<file path="config.mk">
export PLATFORM = sky130hd
export DESIGN_NAME = spi_mem_bridge_flat
export DESIGN_NICKNAME = d
export VERILOG_FILES = /design/src/rtl/spi_mem_bridge_if.sv /design/src/rtl/spi_mem_bridge.sv /design/src/flat_wrapper.sv
export SDC_FILE = /design/constraint.sdc
export NUM_CORES = 1
export LEC_CHECK = 0
export CAP_MARGIN = 20
export CORE_UTILIZATION = 58
export DETAILED_ROUTE_END_ITERATION = 12
export PLACE_DENSITY_LB_ADDON = 0.05
export SYNTH_ARGS = -nofsm -noshare
export SYNTH_HDL_FRONTEND = slang
export SYNTH_SLANG_ARGS = --single-unit
</file>
<file path="constraint.sdc">
create_clock -name clk -period 4.86 [get_ports clk]
set_clock_uncertainty 0.15 [all_clocks]
set_input_delay 0.972 -clock clk [delete_from_list [all_inputs] [get_ports clk]]
set_output_delay 0.972 -clock clk [all_outputs]
set_load 0.01 [all_outputs]
</file>
<file path="src/rtl/spi_mem_bridge_if.sv">
// Request/response bus between the core's memory-access FSM and the SPI SRAM bridge.
interface spi_mem_bridge_if #(
  parameter int ADDR_W = 8
);
  logic              req_valid;
  logic              req_write;
  logic [ADDR_W-1:0] req_addr;
  logic [7:0]        req_wdata;
  logic              req_ready;
  logic              busy;
  logic              done;
  logic [7:0]        rdata;

  modport master (
    output req_valid, req_write, req_addr, req_wdata,
    input  req_ready, busy, done, rdata
  );

  modport slave (
    input  req_valid, req_write, req_addr, req_wdata,
    output req_ready, busy, done, rdata
  );
endinterface

</file>
<file path="src/rtl/spi_mem_bridge.sv">
// Single-byte core memory access -> one SPI mode-0 transaction to a 23LC-style SRAM.
// Optional SPI_MEM_CACHE_EN: one-entry last-access cache that short-circuits read hits.
module spi_mem_bridge #(
  parameter int ADDR_W  = 8,
  parameter int CLK_DIV = 1
) (
  input  logic                   clk,
  input  logic                   nreset,
  spi_mem_bridge_if.slave        bus,
  output logic                   spi_cs_n,
  output logic                   spi_sclk,
  output logic                   spi_mosi,
  input  logic                   spi_miso
);

  localparam int DW = (CLK_DIV > 1) ? $clog2(CLK_DIV) : 1;
  localparam logic [DW-1:0] DIV_MAX = DW'(CLK_DIV - 1);

  typedef enum logic [1:0] {IDLE, SHIFT, DONE, GAP} state_t;

  state_t        state_q, state_d;
  logic [DW-1:0] div_q, div_d;
  logic [4:0]    bit_q, bit_d;
  logic          sclk_q, sclk_d;
  logic [31:0]   sh_q, sh_d;
  logic [7:0]    rx_q, rx_d;
  logic [7:0]    rdata_q, rdata_d;
  logic          wr_q, wr_d;
  logic [15:0]   addr16;

  assign addr16 = 16'(bus.req_addr);

`ifdef SPI_MEM_CACHE_EN
  logic              tag_valid_q, tag_valid_d;
  logic [ADDR_W-1:0] tag_addr_q, tag_addr_d;
  logic [7:0]        tag_data_q, tag_data_d;
  logic [ADDR_W-1:0] addr_q, addr_d;
  logic [7:0]        wdata_q, wdata_d;
`endif

  always_comb begin
    state_d = state_q;
    div_d   = div_q;
    bit_d   = bit_q;
    sclk_d  = sclk_q;
    sh_d    = sh_q;
    rx_d    = rx_q;
    rdata_d = rdata_q;
    wr_d    = wr_q;
`ifdef SPI_MEM_CACHE_EN
    tag_valid_d = tag_valid_q;
    tag_addr_d  = tag_addr_q;
    tag_data_d  = tag_data_q;
    addr_d      = addr_q;
    wdata_d     = wdata_q;
`endif
    case (state_q)
      IDLE: begin
        if (bus.req_valid) begin
          wr_d    = bus.req_write;
          sh_d    = {bus.req_write ? 8'h02 : 8'h03, addr16,
                     bus.req_write ? bus.req_wdata : 8'h00};
          div_d   = '0;
          bit_d   = '0;
          sclk_d  = 1'b0;
          state_d = SHIFT;
`ifdef SPI_MEM_CACHE_EN
          addr_d  = bus.req_addr;
          wdata_d = bus.req_wdata;
          if (!bus.req_write && tag_valid_q && tag_addr_q == bus.req_addr) begin
            state_d = DONE;
            rdata_d = tag_data_q;
          end
`endif
        end
      end
      SHIFT: begin
        if (div_q == DIV_MAX) begin
          div_d = '0;
          if (!sclk_q) begin
            // rising sclk edge: sample; the rx window naturally keeps the last 8 bits
            sclk_d = 1'b1;
            rx_d   = {rx_q[6:0], spi_miso};
          end else begin
            sclk_d = 1'b0;
            sh_d   = {sh_q[30:0], 1'b0};
            if (bit_q == 5'd31) begin
              state_d = DONE;
              if (!wr_q) rdata_d = rx_q;
`ifdef SPI_MEM_CACHE_EN
              tag_valid_d = 1'b1;
              tag_addr_d  = addr_q;
              tag_data_d  = wr_q ? wdata_q : rx_q;
`endif
            end else begin
              bit_d = bit_q + 5'd1;
            end
          end
        end else begin
          div_d = div_q + 1'b1;
        end
      end
      DONE:    state_d = GAP;
      GAP:     state_d = IDLE;
      default: state_d = IDLE;
    endcase
  end

  always_ff @(posedge clk or negedge nreset) begin
    if (!nreset) begin
      state_q <= IDLE;
      div_q   <= '0;
      bit_q   <= '0;
      sclk_q  <= 1'b0;
      sh_q    <= '0;
      rx_q    <= '0;
      rdata_q <= '0;
      wr_q    <= 1'b0;
    end else begin
      state_q <= state_d;
      div_q   <= div_d;
      bit_q   <= bit_d;
      sclk_q  <= sclk_d;
      sh_q    <= sh_d;
      rx_q    <= rx_d;
      rdata_q <= rdata_d;
      wr_q    <= wr_d;
    end
  end

`ifdef SPI_MEM_CACHE_EN
  always_ff @(posedge clk or negedge nreset) begin
    if (!nreset) begin
      tag_valid_q <= 1'b0;
      tag_addr_q  <= '0;
      tag_data_q  <= '0;
      addr_q      <= '0;
      wdata_q     <= '0;
    end else begin
      tag_valid_q <= tag_valid_d;
      tag_addr_q  <= tag_addr_d;
      tag_data_q  <= tag_data_d;
      addr_q      <= addr_d;
      wdata_q     <= wdata_d;
    end
  end
`endif

  // Pin outputs decode straight from reset flops so an async reset takes effect at once.
  assign bus.req_ready = (state_q == IDLE);
  assign bus.busy      = (state_q != IDLE);
  assign bus.done      = (state_q == DONE);
  assign bus.rdata     = rdata_q;
  assign spi_cs_n      = (state_q != SHIFT);
  assign spi_sclk      = sclk_q;
  assign spi_mosi      = (state_q == SHIFT) & sh_q[31];

endmodule

</file>
<file path="src/flat_wrapper.sv">
// flat-port wrapper written by rule: the top's interface ports become plain ports
module spi_mem_bridge_flat 
#(
  parameter int ADDR_W  = 8,
  parameter int CLK_DIV = 1
)
  (clk, nreset, spi_cs_n, spi_sclk, spi_mosi, spi_miso, bus_req_valid, bus_req_write, bus_req_addr, bus_req_wdata, bus_req_ready, bus_busy, bus_done, bus_rdata);
  spi_mem_bridge_if #(.ADDR_W(ADDR_W)) bus_i ();
  input  logic clk;
  input  logic nreset;
  output logic spi_cs_n;
  output logic spi_sclk;
  output logic spi_mosi;
  input  logic spi_miso;
  input wire logic [$bits(bus_i.req_valid)-1:0] bus_req_valid;
  input wire logic [$bits(bus_i.req_write)-1:0] bus_req_write;
  input wire logic [$bits(bus_i.req_addr)-1:0] bus_req_addr;
  input wire logic [$bits(bus_i.req_wdata)-1:0] bus_req_wdata;
  output wire logic [$bits(bus_i.req_ready)-1:0] bus_req_ready;
  output wire logic [$bits(bus_i.busy)-1:0] bus_busy;
  output wire logic [$bits(bus_i.done)-1:0] bus_done;
  output wire logic [$bits(bus_i.rdata)-1:0] bus_rdata;
  assign bus_i.req_valid = bus_req_valid;
  assign bus_i.req_write = bus_req_write;
  assign bus_i.req_addr = bus_req_addr;
  assign bus_i.req_wdata = bus_req_wdata;
  assign bus_req_ready = bus_i.req_ready;
  assign bus_busy = bus_i.busy;
  assign bus_done = bus_i.done;
  assign bus_rdata = bus_i.rdata;
  spi_mem_bridge #(.ADDR_W(ADDR_W), .CLK_DIV(CLK_DIV)) u_core (.clk(clk), .nreset(nreset), .bus(bus_i), .spi_cs_n(spi_cs_n), .spi_sclk(spi_sclk), .spi_mosi(spi_mosi), .spi_miso(spi_miso));
endmodule
</file>
==> run_results.csv <==
group,metric,value,unit
placement,dp_hpwl,2882,um
clock_network,post_cts_buffers,0,
critical_path,startpoint_type,"flip-flop",
routing,drt-initial-drc-count,202,
routing,post_drt_via_cell_ratio,5.687,
clock_network,cts_tree,"built",
clock_network,numCtsBuffers,9,
critical_path,arrival,2.20,ns
grt,antenna_found_initial,0,
routing,drtPass1Iterations,4,
power_and_ir_drop,ir_drop,0.6042,mV
hold_path,hold_start,"u_core.sh_q[28]$_DFFE_PN0P_",
grt,grt_pass1_wl,8493,um
finish,diodes,0,
critical_path,required,3.74,ns
clock_network,clk_path_buf_depth,2,
floorplanning,die_w,69.36,um
clock_network,cts_resized,0,
grt,grt_usage,22.44,%
clock_network,clockRootBuffer,"clkbuf_8",
floorplanning,num_io_pins,35,
grt,grt_pass1_vias,1840,
critical_path,reg2reg_to,"u_core.bit_q[2]$_DFFE_PN0P_",
routing,drc,0,
yosys,synth_seq_area_share,54.21,%
clock_network,clk_latency,0.32,ns
placement,globalplace.congestion,0.6603,
routing,drt-wirelength-per-cell,14.85,um
yosys,ys_ff_latch,57,
timing,rsz0062_at_grt,"no",
finish,areaGrowthSynthToFinish,19.12,%
finish,finish.net_count,295,
floorplanning,core,4354,um2
hold_path,hold_depth,2,
yosys,ys_warn_count,0,
floorplanning,die-area,4810,um2
power_and_ir_drop,pwr_density_cell,557.5,nW/um2
timing,relSlewSlack,53.15,%
timing,drv_slew,0,
power_and_ir_drop,power_leakage,0.001373,uW
timing,setup_slack,1.540,ns
yosys,postSynthCellCount,238,
status,outcome,"complete, no violations",
floorplanning,initial_core_util,60.43,%
critical_path,rr_startpoint,"u_core.state_q[1]$_DFFE_PN0P_",
timing,setup-tns-final,0,ns
clock_network,clk_pin_slew_worst_paths,0.06,ns
finish,drive_gt1_share,15.87,%
critical_path,crit_type,"flip-flop to output port",
floorplanning,die_y,69.36,um
clock_network,htreeDepth,3,
power_and_ir_drop,finalPower,1747,uW
hold_path,hold-path-endpoint,"u_core.sh_q[28]$_DFFE_PN0P_",
timing,fin_crit_sh,68.31,%
yosys,synth_area,2631,um2
critical_path,r2r_cells,7,
clock_network,cts_sinks,57,
yosys,synthTopCellsByArea,"dfrtp_1 (54%), o21ai_0 (12%), mux2_4 (4.6%)",
routing,route.vias.total,1837,
placement,port_buffers,34,
floorplanning,row_count,24,
timing,finalSetupViolCount,0,
timing,max_freq,301.2,MHz
timing,tightest_slew,0.7028,ns
critical_path,reg2reg_setup_slack,2.18,ns
flow_run,cap_violations,0,
timing,fin_crit,3.320,ns
routing,ant_nets,0,
timing,finalHoldViolCount,0,
critical_path,cp-end-kind,"output port",
yosys,synth_largest_area_cell,"dfrtp_1",
hold_path,hold_class,"flip-flop to flip-flop",
clock_network,holdBufCountCts,0,
grt,grt_max_degree,58,
yosys,synth_fp_nets,265,
critical_path,worstPathMaxFanout,16,
yosys,yosysUniqueCellTypes,34,
yosys,synth_top_area_share,54.21,%
yosys,syn_avg_cell_area,11.06,um2
routing,wirelength,4796,um
grt,grt_overflow,0,
placement,preCtsSetupSlack,1.765,ns
[cell type report]
type | instances | area, um2
Sequential cell | 57 | 1426
Timing Repair Buffer | 40 | 387.9
Inverter | 4 | 17.52
Fill cell | 320 | 1220
Multi-Input combinational cell | 156 | 1069
Clock buffer | 11 | 151.4
Clock inverter | 3 | 17.52
Tap cell | 52 | 65.06
[stage by stage]
stage	std cells	instance area (um2)	util (%)	hold WS [ns]
final	323	3134	71.98	0.3474
after global routing	323	3134	71.98	0.3734
after CTS	322	3119	71.64	0.3476
after detailed placement	308	2950	67.76	0.3338
after global placement	308	2950	67.76	0.3250
after floorplan	238	2631	-	0.3120
[cell usage after synthesis]
master and count:
inv_4 1, and3_1 2, buf_6 5, o21bai_1 1, nor2_1 2, a22o_1 1
buf_1 1, nand2_1 20, nand3b_1 1, a21boi_0 1, ha_1 6, inv_1 3
mux2_2 10, nand3_1 3, buf_2 7, a22oi_1 7, or2_1 1, o21ai_0 62
o211ai_1 1, o311ai_1 2, clkbuf_1 8, mux2i_1 10, nor2b_1 2, or3_4 1
o21ai_1 6, and2_1 1, and4b_1 1, dfrtp_1 57, o221ai_1 1, nand2b_1 3
a211o_1 1, nor4_1 1, or3_1 1, mux2_4 8
[per-layer routing]
layer	wire, um	vias to the layer above	track usage (%)
met5	0	-	0
met4	53	0	10.20
met3	125	5	4.797
met2	2201	35	33.23
met1	2416	902	31.91
li1	-	895	-
[logic make-up (layout without fill, tap and decap cells)]
| logic type | Yosys count | after routing | synth area share, % |
|---|---|---|---|
| compound gates | 83 | 83 | 17.45 |
| flops | 57 | 57 | 54.21 |
| simple gates | 39 | 39 | 7.418 |
| mux | 28 | 28 | 12.65 |
| buf+inv | 25 | 58 | 5.421 |
| fa+ha+maj | 6 | 6 | 2.853 |
[critical path, stage by stage (launching register included)]
cell,delay [ns]
dfrtp_1,0.40
inv_1,0.12
ha_1,0.48
buf_4,0.33
inv_4,0.07
clkdlybuf4s50_1,0.48
[registers in the layout, summed over array words and instances (netlist names)]
register and cells:
u_core.rx_q 8, u_core.sh_q 32, u_core.bus.rdata 8, u_core.bit_q 5, u_core.wr_q 1, u_core.spi_sclk 1
u_core.state_q 2
[report_power, final]
part           total [uW]  internal (uW)  switching, uW
logic                 664            282            382
clock network         381            205            176
registers             702            618           84.1
[placed cells by master (no fill, tap or decap), types with 2 or more instances in the layout]
master / Yosys / layout
a22oi_1: 7 / 7
and3_1: 2 / 2
buf_4: 0 / 5
clkbuf_8: 0 / 11
clkdlybuf4s50_1: 0 / 33
clkinv_2: 0 / 2
dfrtp_1: 57 / 57
ha_1: 6 / 6
inv_1: 3 / 3
mux2_2: 10 / 10
mux2_4: 8 / 8
mux2i_1: 10 / 9
nand2_1: 20 / 20
nand2b_1: 3 / 3
nand3_1: 3 / 3
nor2_1: 2 / 2
o21ai_0: 62 / 62
o21ai_1: 6 / 6
o311ai_1: 2 / 2
[worst max path at each step]
| stage | from | to | slack (ns) | cells after the start |
|---|---|---|---|---|
| global placement | bus_req_valid | u_core.bit_q[3]$_DFFE_PN0P_ | 1.84 | 4 |
| floorplan | u_core.state_q[1]$_DFFE_PN0P_ | spi_mosi | 2.32 | 6 |
| CTS | u_core.state_q[1]$_DFFE_PN0P_ | spi_cs_n | 1.50 | 5 |
| global route | u_core.state_q[1]$_DFFE_PN0P_ | spi_cs_n | 1.41 | 5 |
| detailed placement | bus_req_valid | u_core.sh_q[23]$_DFFE_PN0P_ | 1.76 | 4 |
| finish | u_core.state_q[1]$_DFFE_PN0P_ | spi_cs_n | 1.54 | 5 |
Note: power is estimated with default switching activity, not from simulation.
==> edit (same settings) <==
`ADDR_W` is set to 8 in 3 places; all go to 9.
--- a/src/rtl/spi_mem_bridge_if.sv
+++ b/src/rtl/spi_mem_bridge_if.sv
@@ -1,6 +1,6 @@
 // Request/response bus between the core's memory-access FSM and the SPI SRAM bridge.
 interface spi_mem_bridge_if #(
-  parameter int ADDR_W = 8
+  parameter int ADDR_W = 9
 );
   logic              req_valid;
   logic              req_write;
--- a/src/rtl/spi_mem_bridge.sv
+++ b/src/rtl/spi_mem_bridge.sv
@@ -1,7 +1,7 @@
 // Single-byte core memory access -> one SPI mode-0 transaction to a 23LC-style SRAM.
 // Optional SPI_MEM_CACHE_EN: one-entry last-access cache that short-circuits read hits.
 module spi_mem_bridge #(
-  parameter int ADDR_W  = 8,
+  parameter int ADDR_W  = 9,
   parameter int CLK_DIV = 1
 ) (
   input  logic                   clk,
--- a/src/flat_wrapper.sv
+++ b/src/flat_wrapper.sv
@@ -1,7 +1,7 @@
 // flat-port wrapper written by rule: the top's interface ports become plain ports
 module spi_mem_bridge_flat 
 #(
-  parameter int ADDR_W  = 8,
+  parameter int ADDR_W  = 9,
   parameter int CLK_DIV = 1
 )
   (clk, nreset, spi_cs_n, spi_sclk, spi_mosi, spi_miso, bus_req_valid, bus_req_write, bus_req_addr, bus_req_wdata, bus_req_ready, bus_busy, bus_done, bus_rdata);
Ports: changed (resized bus_req_addr); port bits go from 35 to 36. The function was not compared with the original's and may differ.
==> edit against the original RTL <==
- total power is 8.5% higher
- area after synthesis is 0.24% higher
- sequential power increased by 0.9%
- setup slack got worse by 0.053 ns
- final area is 2.2% higher
- sequential share of layout area shrank 0.96 points
- non-clock buffer count is 1 lower
- count of clock-buffer cells in the layout shrank 1
- highest routed layer unchanged
- global-route usage rose by 1.6 points
- die area rose by 0.23%
- wire length up 7.1%
- core utilization rose by 1.6 points
- critical path type unchanged
- sequential cell count is the same
==> edit: results (changes against the original RTL) <==
stage	metric	value	unit	change
timing	tightest_slew	1.095	ns	+0.3922 ns
global_routing	grt_pass1_wl	8.976	mm	+5.7%
status	status	complete, no violations		
detailed_routing	drt-initial-drc-count	177		-12%
global_routing	grt_pass1_vias	1850		+0.54%
finish	antenna_cells	0		unchanged
synthesis	yosys-top-cells-count	o21ai_0, dfrtp_1, nand2_1		
synthesis	synth_area_leaders	dfrtp_1, o21ai_0, mux2_4, mux2_2, mux2i_1		
detailed_routing	wire_per_inst	15.85	um	+6.8%
synthesis	synth-compound-area-share	17.41	%	-0.041 points
placement	gp_congestion	0.7488		+13%
synthesis	synth.mux.area_fraction	13.00	%	+0.35 points
finish	post_route_cells_drive_above_1_share	15.81	%	-0.058 points
placement	dp_hpwl	3.062	mm	+6.2%
synthesis	yosysSeqAreaShare	54.08	%	-0.13 points
detailed_routing	wirelength	5.136	mm	+7.1%
synthesis	syn_avg_cell_area	11.08	um^2	+0.24%
power	vdd_ir_drop_max	404.8	uV	-33%
synthesis	synthAdderAreaFrac	2.846	%	-0.0068 points
global_routing	track_usage	24.07	%	+1.6 points
global_routing	grt_max_degree	47		-19%
power	p_leak	1.406	nW	+2.4%
detailed_routing	via_count	1853		+0.87%
placement	dp_slack	1.434	ns	-0.3309 ns
power	swShare	34.50	%	-2.3 points
synthesis	synth_nets	266		+0.38%
worst_setup_path	worstPathMaxFanout	17		+1
worst_setup_path	arrival	2.25	ns	+0.05 ns
placement	place_area	2959	um^2	+0.30%
placement	io_buffers	35		+2.9%
## edit: cell types whose count changed after synthesis, sizes merged
cell   delta
mux2i     +1
nand2     -1
## edit: worst max-delay path: stages, from the launching register on
cell             delay (ns)
dfrtp_1                0.39
inv_1                  0.11
ha_1                   0.63
and2_1                 0.25
clkdlybuf4s50_1        0.54
## edit: cell families (layout without fill, tap and decap cells)
| kind of cell | after synthesis | after routing |
|---|---|---|
| AND/OR/NAND/NOR | 38 | 38 |
| buffers and inverters | 25 | 59 |
| AO/OA/AOI/OAI | 83 | 83 |
| flip-flops | 57 | 57 |
| adder cells (fa/ha/maj) | 6 | 6 |
| multiplexers | 29 | 29 |
## edit: metal layers
layer  up-vias  part of all wire, %  GRT usage (%)
li1        903                    -              -
met1       901                   48          34.29
met2        37                   47          35.38
met3        12                  3.3          4.942
met4         0                  2.0          11.56
met5         -                    0              0
## edit: layout make-up
| cell class | count | area share [%] |
|---|---|---|
| Timing Repair Buffer | 39 | 11.72 |
| Multi-Input combinational cell | 156 | 33.57 |
| Clock inverter | 6 | 3.283 |
| Inverter | 4 | 0.5471 |
| Tap cell | 52 | 2.032 |
| Clock buffer | 10 | 4.299 |
| Sequential cell | 57 | 44.55 |
## edit: stage by stage
step / power (mW) / utilization, %
floorplan: 1.207 / -
global placement: 1.348 / 67.96
detailed placement: 1.367 / 67.96
CTS: 1.908 / 73.53
global route: 2.026 / 73.53
finish: 1.897 / 73.53
## edit: path summary, 6_finish.rpt
path                       slack, ns               from  depth (start not counted)             endpoint
setup / recovery                1.49  u_core.state_q[1]                          4             spi_mosi
hold / removal                  0.35    u_core.sh_q[24]                          2      u_core.sh_q[24]
setup reg to reg                1.88  u_core.state_q[1]                          6      u_core.sh_q[11]
hold reg to reg                 0.35    u_core.sh_q[24]                          2      u_core.sh_q[24]
max in group asynchronous       3.20             nreset                          2      u_core.sh_q[10]
min in group asynchronous       0.54             nreset                          1  u_core.bus.rdata[0]
## edit: power by group through the flow
stage	registers [mW]	clock network [mW]	logic, mW
detailed placement	0.714	0	0.654
finish	0.708	0.537	0.652
CTS	0.707	0.547	0.654
global placement	0.709	0	0.639
global route	0.728	0.569	0.728
floorplan	0.692	0	0.516
